### config.mk
export PLATFORM = sky130hd
export DESIGN_NAME = lfm_chirp_generator
export DESIGN_NICKNAME = d
export VERILOG_FILES = /design/src/rtl/chirp_gen_pkg.sv /design/src/rtl/lfm_phase_accum.sv /design/src/rtl/lfm_chirp_generator.sv
export SDC_FILE = /design/constraint.sdc
export NUM_CORES = 1
export LEC_CHECK = 0
export BUFFER_PORTS_ARGS = -buffer_cell sky130_fd_sc_hd__clkbuf_2
export CORE_MARGIN = 1
export CORE_UTILIZATION = 60
export CTS_BUF_LIST = sky130_fd_sc_hd__clkbuf_4
export CTS_CLUSTER_SIZE = 14
export DETAILED_ROUTE_END_ITERATION = 12
export PLACE_DENSITY_LB_ADDON = 0.15
export SLEW_MARGIN = 20
export SYNTH_ARGS = -nofsm -noshare
export SYNTH_HDL_FRONTEND = slang
export SYNTH_HIERARCHICAL = 1
export SYNTH_SLANG_ARGS = --single-unit
export TNS_END_PERCENT = 10
### constraint.sdc
create_clock -name aclk -period 3.9 [get_ports aclk]
set_input_delay 0.39 -clock aclk [delete_from_list [all_inputs] [get_ports aclk]]
set_output_delay 0.39 -clock aclk [all_outputs]
set_load 0.02 [all_outputs]
### src/rtl/chirp_gen_pkg.sv
// chirp_gen_pkg: state encoding, chirp_parameters field offsets and default parameter values
package chirp_gen_pkg;
  typedef enum logic [1:0] {
    ST_WARMUP = 2'd0,
    ST_READY  = 2'd1,
    ST_CHIRP  = 2'd2,
    ST_DONE   = 2'd3
  } state_e;
  localparam int FIELD_W           = 32;
  localparam int CNT_MAX_LSB       = 0;
  localparam int COEF_LSB          = 32;
  localparam int OFFSET_LSB        = 64;
  localparam int DEF_WARMUP_CYCLES = 16;
  localparam int DEF_PHASE_OUT_W   = 16;
endpackage

### src/rtl/lfm_phase_accum.sv
// lfm_phase_accum: incremental frequency and phase accumulators for one chirp
// Ports: aclk/aresetn clock and async active-low reset; load_i latches offset_i/coef_i and
// zeroes phase; step_i advances one sample; clear_i zeroes everything; freq_o is the current
// frequency word, dac_phase_o the top PHASE_OUT_W bits of the 32-bit phase.
module lfm_phase_accum #(
  parameter int PHASE_OUT_W = 16
) (
  input  logic                   aclk,
  input  logic                   aresetn,
  input  logic                   load_i,
  input  logic                   step_i,
  input  logic                   clear_i,
  input  logic [31:0]            offset_i,
  input  logic [31:0]            coef_i,
  output logic [31:0]            freq_o,
  output logic [PHASE_OUT_W-1:0] dac_phase_o
);
  logic [31:0] freq_q, freq_d, phase_q, phase_d, coef_q, coef_d;
  always_comb begin
    freq_d  = freq_q;
    phase_d = phase_q;
    coef_d  = coef_q;
    if (clear_i) begin
      freq_d  = '0;
      phase_d = '0;
      coef_d  = '0;
    end else if (load_i) begin
      freq_d  = offset_i;
      phase_d = '0;
      coef_d  = coef_i;
    end else if (step_i) begin
      // phase integrates the word of the sample just emitted, then the word ramps
      freq_d  = freq_q + coef_q;
      phase_d = phase_q + freq_q;
    end
  end
  always_ff @(posedge aclk or negedge aresetn) begin
    if (!aresetn) begin
      freq_q  <= '0;
      phase_q <= '0;
      coef_q  <= '0;
    end else begin
      freq_q  <= freq_d;
      phase_q <= phase_d;
      coef_q  <= coef_d;
    end
  end
  assign freq_o      = freq_q;
  assign dac_phase_o = phase_q[31 -: PHASE_OUT_W];
endmodule

### src/rtl/lfm_chirp_generator.sv
// lfm_chirp_generator: linear-FM chirp sequencer emitting frequency word and phase per sample
// Ports: aclk/aresetn clock and async active-low reset; chirp_parameters packs
// {reserved, freq_offset, tuning_coef, counter_max}; chirp_init/chirp_enable start and hold
// a chirp; chirp_ready/chirp_active/chirp_done report status; freq_word/dac_phase carry the
// sample, qualified by sample_valid and forced to zero otherwise.
module lfm_chirp_generator
  import chirp_gen_pkg::*;
#(
  parameter int WARMUP_CYCLES = DEF_WARMUP_CYCLES,
  parameter int PHASE_OUT_W   = DEF_PHASE_OUT_W
) (
  input  logic                   aclk,
  input  logic                   aresetn,
  input  logic [127:0]           chirp_parameters,
  input  logic                   chirp_init,
  input  logic                   chirp_enable,
  output logic                   chirp_ready,
  output logic                   chirp_active,
  output logic                   chirp_done,
  output logic [31:0]            freq_word,
  output logic [PHASE_OUT_W-1:0] dac_phase,
  output logic                   sample_valid
);
  state_e state_q, state_d;
  logic [31:0] warm_q, warm_d, cmax_q, cmax_d, k_q, k_d, freq;
  logic [PHASE_OUT_W-1:0] phase;
  logic load, step, clear, unused_reserved;
  assign unused_reserved = ^chirp_parameters[127:96];
  always_comb begin
    state_d = state_q;
    warm_d  = warm_q;
    cmax_d  = cmax_q;
    k_d     = k_q;
    load    = 1'b0;
    step    = 1'b0;
    clear   = 1'b0;
    case (state_q)
      ST_WARMUP: begin
        if (warm_q == 32'(WARMUP_CYCLES)) state_d = ST_READY;
        else warm_d = warm_q + 32'd1;
      end
      ST_READY: begin
        if (chirp_init && chirp_enable) begin
          state_d = ST_CHIRP;
          load    = 1'b1;
          cmax_d  = chirp_parameters[CNT_MAX_LSB +: FIELD_W];
          k_d     = '0;
        end
      end
      ST_CHIRP: begin
        // losing enable aborts silently and wins over reaching the last sample
        if (!chirp_enable) begin
          state_d = ST_READY;
          clear   = 1'b1;
        end else if (k_q == cmax_q) begin
          state_d = ST_DONE;
          clear   = 1'b1;
        end else begin
          step = 1'b1;
          k_d  = k_q + 32'd1;
        end
      end
      ST_DONE: state_d = ST_READY;
      default: begin
        state_d = ST_WARMUP;
        warm_d  = '0;
      end
    endcase
  end
  always_ff @(posedge aclk or negedge aresetn) begin
    if (!aresetn) begin
      state_q <= ST_WARMUP;
      warm_q  <= '0;
      cmax_q  <= '0;
      k_q     <= '0;
    end else begin
      state_q <= state_d;
      warm_q  <= warm_d;
      cmax_q  <= cmax_d;
      k_q     <= k_d;
    end
  end
  lfm_phase_accum #(.PHASE_OUT_W(PHASE_OUT_W)) u_accum (
    .aclk        (aclk),
    .aresetn     (aresetn),
    .load_i      (load),
    .step_i      (step),
    .clear_i     (clear),
    .offset_i    (chirp_parameters[OFFSET_LSB +: FIELD_W]),
    .coef_i      (chirp_parameters[COEF_LSB +: FIELD_W]),
    .freq_o      (freq),
    .dac_phase_o (phase)
  );
  assign chirp_ready  = state_q == ST_READY;
  assign chirp_active = state_q == ST_CHIRP;
  assign chirp_done   = state_q == ST_DONE;
  assign sample_valid = chirp_active;
  assign freq_word    = chirp_active ? freq : '0;
  assign dac_phase    = chirp_active ? phase : '0;
endmodule

==> results.md <==
Worst setup path:
- The reg-to-reg setup timing slack is 0.58 ns.
- The critical path is of the reg2reg type.
- The delay of the slowest critical-path stage is 0.45 ns.
- The kind of end point of the critical path is a flip-flop.
- STA classifies the critical path startpoint as a flip-flop.
- Traced cell by cell, the critical path runs through ha_1 -> fa_1 -> a211oi_1 -> o21ai_1 -> nand3_1 -> nand2_1 -> a311o_1 -> a31oi_1 -> o21ai_0 -> xnor2_1 -> a211oi_1.
- The most frequent cell on the critical path is a211oi_1.
- Data arrives at the worst endpoint at 3.84 ns.
- At the worst endpoint, the required time is ~4.4 ns.
- On the critical path, the stage with the largest delay is an instance of dfrtp_1.
- In this run the worst path has a maximum fanout of 4.

Yosys:
- After synthesis, the netlist uses 85 different library cells.
- The largest total area in the synthesized netlist belongs to dfrtp_1.
- The synthesized design contains 194 register bits.
- Yosys mapped a number of flops with a built-in enable equal to 0.
- Summing every instance area after synthesis gives 0.01330 mm2.
- Counting every net in the synthesized netlist gives around 1700.
- Sorting the synthesized cells by area gives the leading types as dfrtp_1 (37%), ha_1 (6.6%), xnor2_1 (6.1%).
- After synthesis, the share of flip-flops with an asynchronous set or reset is 100.0%.
- The cell count after synthesis came out at 1461.
- The top flip-flop cell by instance count after synthesis is dfrtp_1.
- The fraction of synthesized cell area taken by the top area cell type is 36.50%.
- The synthesized area per cell is 9.103 um2.
- The proportion of synthesized chip area in sequential cells is 36.50%.
- The Yosys warning count is 6.

GRT:
- The overall fraction of global-route tracks in use is 30.73%.
- The most crowded layer after global routing is met2.
- In the global route stage, met3 resource usage came out at 4.066%.
- The number of global-route vias before repair is around 11000.
- For this run, global-route usage on met2 was measured as 50.96%.
- The met1 routing resource usage after global routing is 40.59%.
- The first global-routing pass estimated 54.56 mm of wire.
- For this run the aggregate overflow at the end of global routing stands at 0.
- The maximum number of pins on one net before global-route repair is 89.
- The number of antenna violations at the first check in global routing was 1.

STA:
- The ratio of final minimum period to clock period is 85.07%.
- The headroom to the max-slew limit is 24.84%.
- The worst setup skew after layout is 0.03527 ns.
- Setup repair after global routing left no endpoint under its margin.
- Setup violations remaining at the end of the flow were counted as 0.
- Setup total negative slack on the finished layout was measured at 0 ns.
- The number of hold violations in the final report is 0.
- The final-report max-slew violation count is 0.
- The smallest clock period supported by the final layout is computed as 3.318 ns.
- Static timing analysis puts the maximum clock frequency at ~0.3 GHz.
- At the pin with the least slew margin, the transition time is 1.127 ns.

Clock network:
- The H-tree generated during clock tree synthesis spans 4 levels.
- The number of instances resized during post-cts repair is 0.
- Clock-pin slew was measured on the worst setup and hold paths at 0.17 ns.
- Buffers inserted during clock tree synthesis total 17.
- TritonCTS built the clock tree.
- The later pin in the worst-skew pair is clocked with a latency of approximately 0.60 ns.
- Clock tree synthesis selected as its root buffer the cell clkbuf_4.
- The clock passes through at most 2 buffers.
- The number of sinks handled by clock tree synthesis is 194.
- The post-CTS setup buffer count is 0.

Final layout:
- The multi-input gate area in the final layout is 0.007752 mm2.
- In the layout the commonest cells are dfrtp_1 (194), clkbuf_2 (150), nor2_1 (139), nand2_1 (95), a21oi_1 (94).
- The area growth from synthesis to layout is 10.93%.
- With fillers left out, the area of the finished cells amounts to 0.01475 mm2.
- The layout net count is 1803.
- Leaving out fill and tap cells, the most frequent cell in the layout is dfrtp_1.
- The sequential cells in the finished layout cover a total of 0.004855 mm2.
- After filler insertion, the fill cell instance count of the layout stands at 1804.
- The ratio of cells with drive above 1 in the final layout is 16.64%.
- The finished layout holds 1892 standard cells, fillers aside.

Placement:
- At the end of routability-driven placement, the weighted congestion stood at 0.9705.
- The quantity of I/O buffers inserted on ports is 151.
- Once placement completed, the tool counted placed cells totaling 1819.
- Once placement finished, the instance area stood at 0.01407 mm2.
- The half-perimeter wire length of the detailed placement result is 24.54 mm.

Detailed routing:
- In the routed design, unresolved DRC markers number 0.
- After detailed routing, the total wire length is 34.40 mm.
- Using the TritonRoute via totals, the vias-per-cell ratio works out to 6.108.
- The first detailed-routing pass took 5 iterations.
- The total number of vias is 11557.
- The number of nets still failing antenna checks after routing is 0.
- The detailed router's first-iteration violation count is 629.
- Dividing the detail-routed wire length by the instance count gives 18.18 um.

Power and ir drop:
- The net switching component of the power is 0.004666 W.
- The static leakage power is 6.770 nW.
- The sequential share of power is roughly a third.
- The proportion of power drawn by combinational gates is 55.9%.
- The internal power consumption is 0.005485 W.
- The sum of internal, switching and leakage power is 0.01015 W.
- The maximum resistive drop on vdd is 0.0003438 V.
- The power per unit of standard cell area is 688.1 mW/mm2.
- The clock network fraction of total power is a little over a tenth.
- Of the total power, the share spent switching nets is 45.96%.

Floorplanning:
- The die height is 150.9 um.
- The die covers 0.02276 mm2.
- In this run the core area contains 54 standard-cell rows.
- Pin placement for this block handled 184 I/O pins.
- The starting density of the core is 61.13%.
- The region available for standard cell placement spans 0.02176 mm2.
- The width of the die is around 150 um.

Run status:
- The flow ran to the end, and the final reports show no timing, DRC or antenna violations.

Flow run:
- Across the run, the number of max-cap violations was 0.

Min path:
- In this run the worst hold path is classified as in2reg.
-- synthesized netlist by cell type (5+ instances only) --
library cell / number
buf_4: 19
nor3_1: 24
a221oi_1: 5
nand2b_1: 5
buf_1: 10
mux2_2: 32
o211ai_1: 17
or3_1: 6
o22ai_1: 8
nor2_1: 141
clkbuf_8: 5
nand4_1: 35
nor4_1: 12
nand2_1: 95
xnor2_1: 92
and3_1: 21
dfrtp_1: 194
mux2i_1: 58
nand3_1: 73
clkbuf_1: 52
xor2_1: 16
a21o_1: 34
o21ai_0: 32
ha_1: 70
o21bai_1: 13
o21a_1: 12
a21oi_1: 94
and2_1: 57
and4_1: 8
buf_6: 7
nand3b_1: 5
o21ai_1: 8
o2111ai_1: 5
nor2b_1: 15
a31oi_1: 22
inv_1: 37
o311ai_0: 7
a211oi_1: 24
a22oi_1: 6
-- final timing paths --
path	startpoint	end	depth (start not counted)
min reg2reg	warm_q[31]	warm_q[31]	1
max in group asynchronous	aresetn	u_accum/freq_o[10]	3
max reg2reg	u_accum/freq_o[0]	u_accum/freq_o[30]	11
min in group asynchronous	aresetn	warm_q[11]	2
min	chirp_parameters[58]	u_accum/coef_q[26]	3
max	u_accum/freq_o[0]	u_accum/freq_o[30]	11
-- power by group through the flow --
stage / clock (W) / sequential (W) / combinational, W
2_1_floorplan: 0 / 0.00312 / 0.00462
3_3_place_gp: 0 / 0.00339 / 0.00543
3_5_place_dp: 0 / 0.00341 / 0.00554
4_1_cts: 0.00112 / 0.00337 / 0.00560
5_1_grt: 0.00119 / 0.00347 / 0.00632
6_report: 0.00109 / 0.00338 / 0.00568
-- critical path, delay by kind of cell (launching register included) --
family | cells | cell delay [ns]
adders and majority gates | 2 | 0.68
xor gates and xnor gates | 1 | 0.15
AOI/OAI and AO/OA | 6 | 1.72
and+or+nand+nor | 2 | 0.26
DFF | 1 | 0.45
-- layer usage --
metal	wire length [um]	vias to the layer above	part of all wire (%)
li1	-	5549	-
met1	14750	5535	43
met2	16550	402	48
met3	1984	71	5.8
met4	1116	0	3.2
met5	0	-	0
-- state kept, by name, summed over array words and instances, names as in the netlist --
signal,flops
warm_q,32
u_accum/coef_q,32
u_accum/freq_o,32
cmax_q,32
k_q,32
u_accum/phase_q,32
state_q,2
-- area by class of cell --
cell class	count	area share [%]
antenna	1	0.01696
clock buffer	17	0.8651
clock inverter	14	0.9923
inverter	39	1.009
multi-input combinational	1129	52.55
sequential	194	32.91
tap	280	2.375
timing repair buffer	218	9.287
-- stage by stage --
step | hold WS [ns] | util (%) | setup slack, ns
final | 0.02845 | 67.81 | 0.5822
after global routing | 0.001349 | 67.81 | 0.3683
after CTS | 0.0007341 | 67.29 | 0.5834
after detailed placement | 0.4634 | 64.65 | 0.5957
after global placement | 0.4600 | 64.65 | 0.6334
after floorplan | 0.09441 | - | 0.8084
-- kinds of logic after synthesis --
kind of cell	count (synthesis)	share of synthesized area, %
and+or+nand+nor	525	20.19
AOI/OAI and AO/OA	334	16.90
DFF	194	36.50
buffers and inverters	138	5.335
xor gates and xnor gates	108	7.113
muxes	90	7.075
adders and majority gates	72	6.887
-- what timing repair did --
item / CTS / global route
setup endpoints to repair: 0 / 0
endpoints found under the hold margin: 114 / 11
hold buffers: 30 / 11
Power figures use the tool's default switching activity.
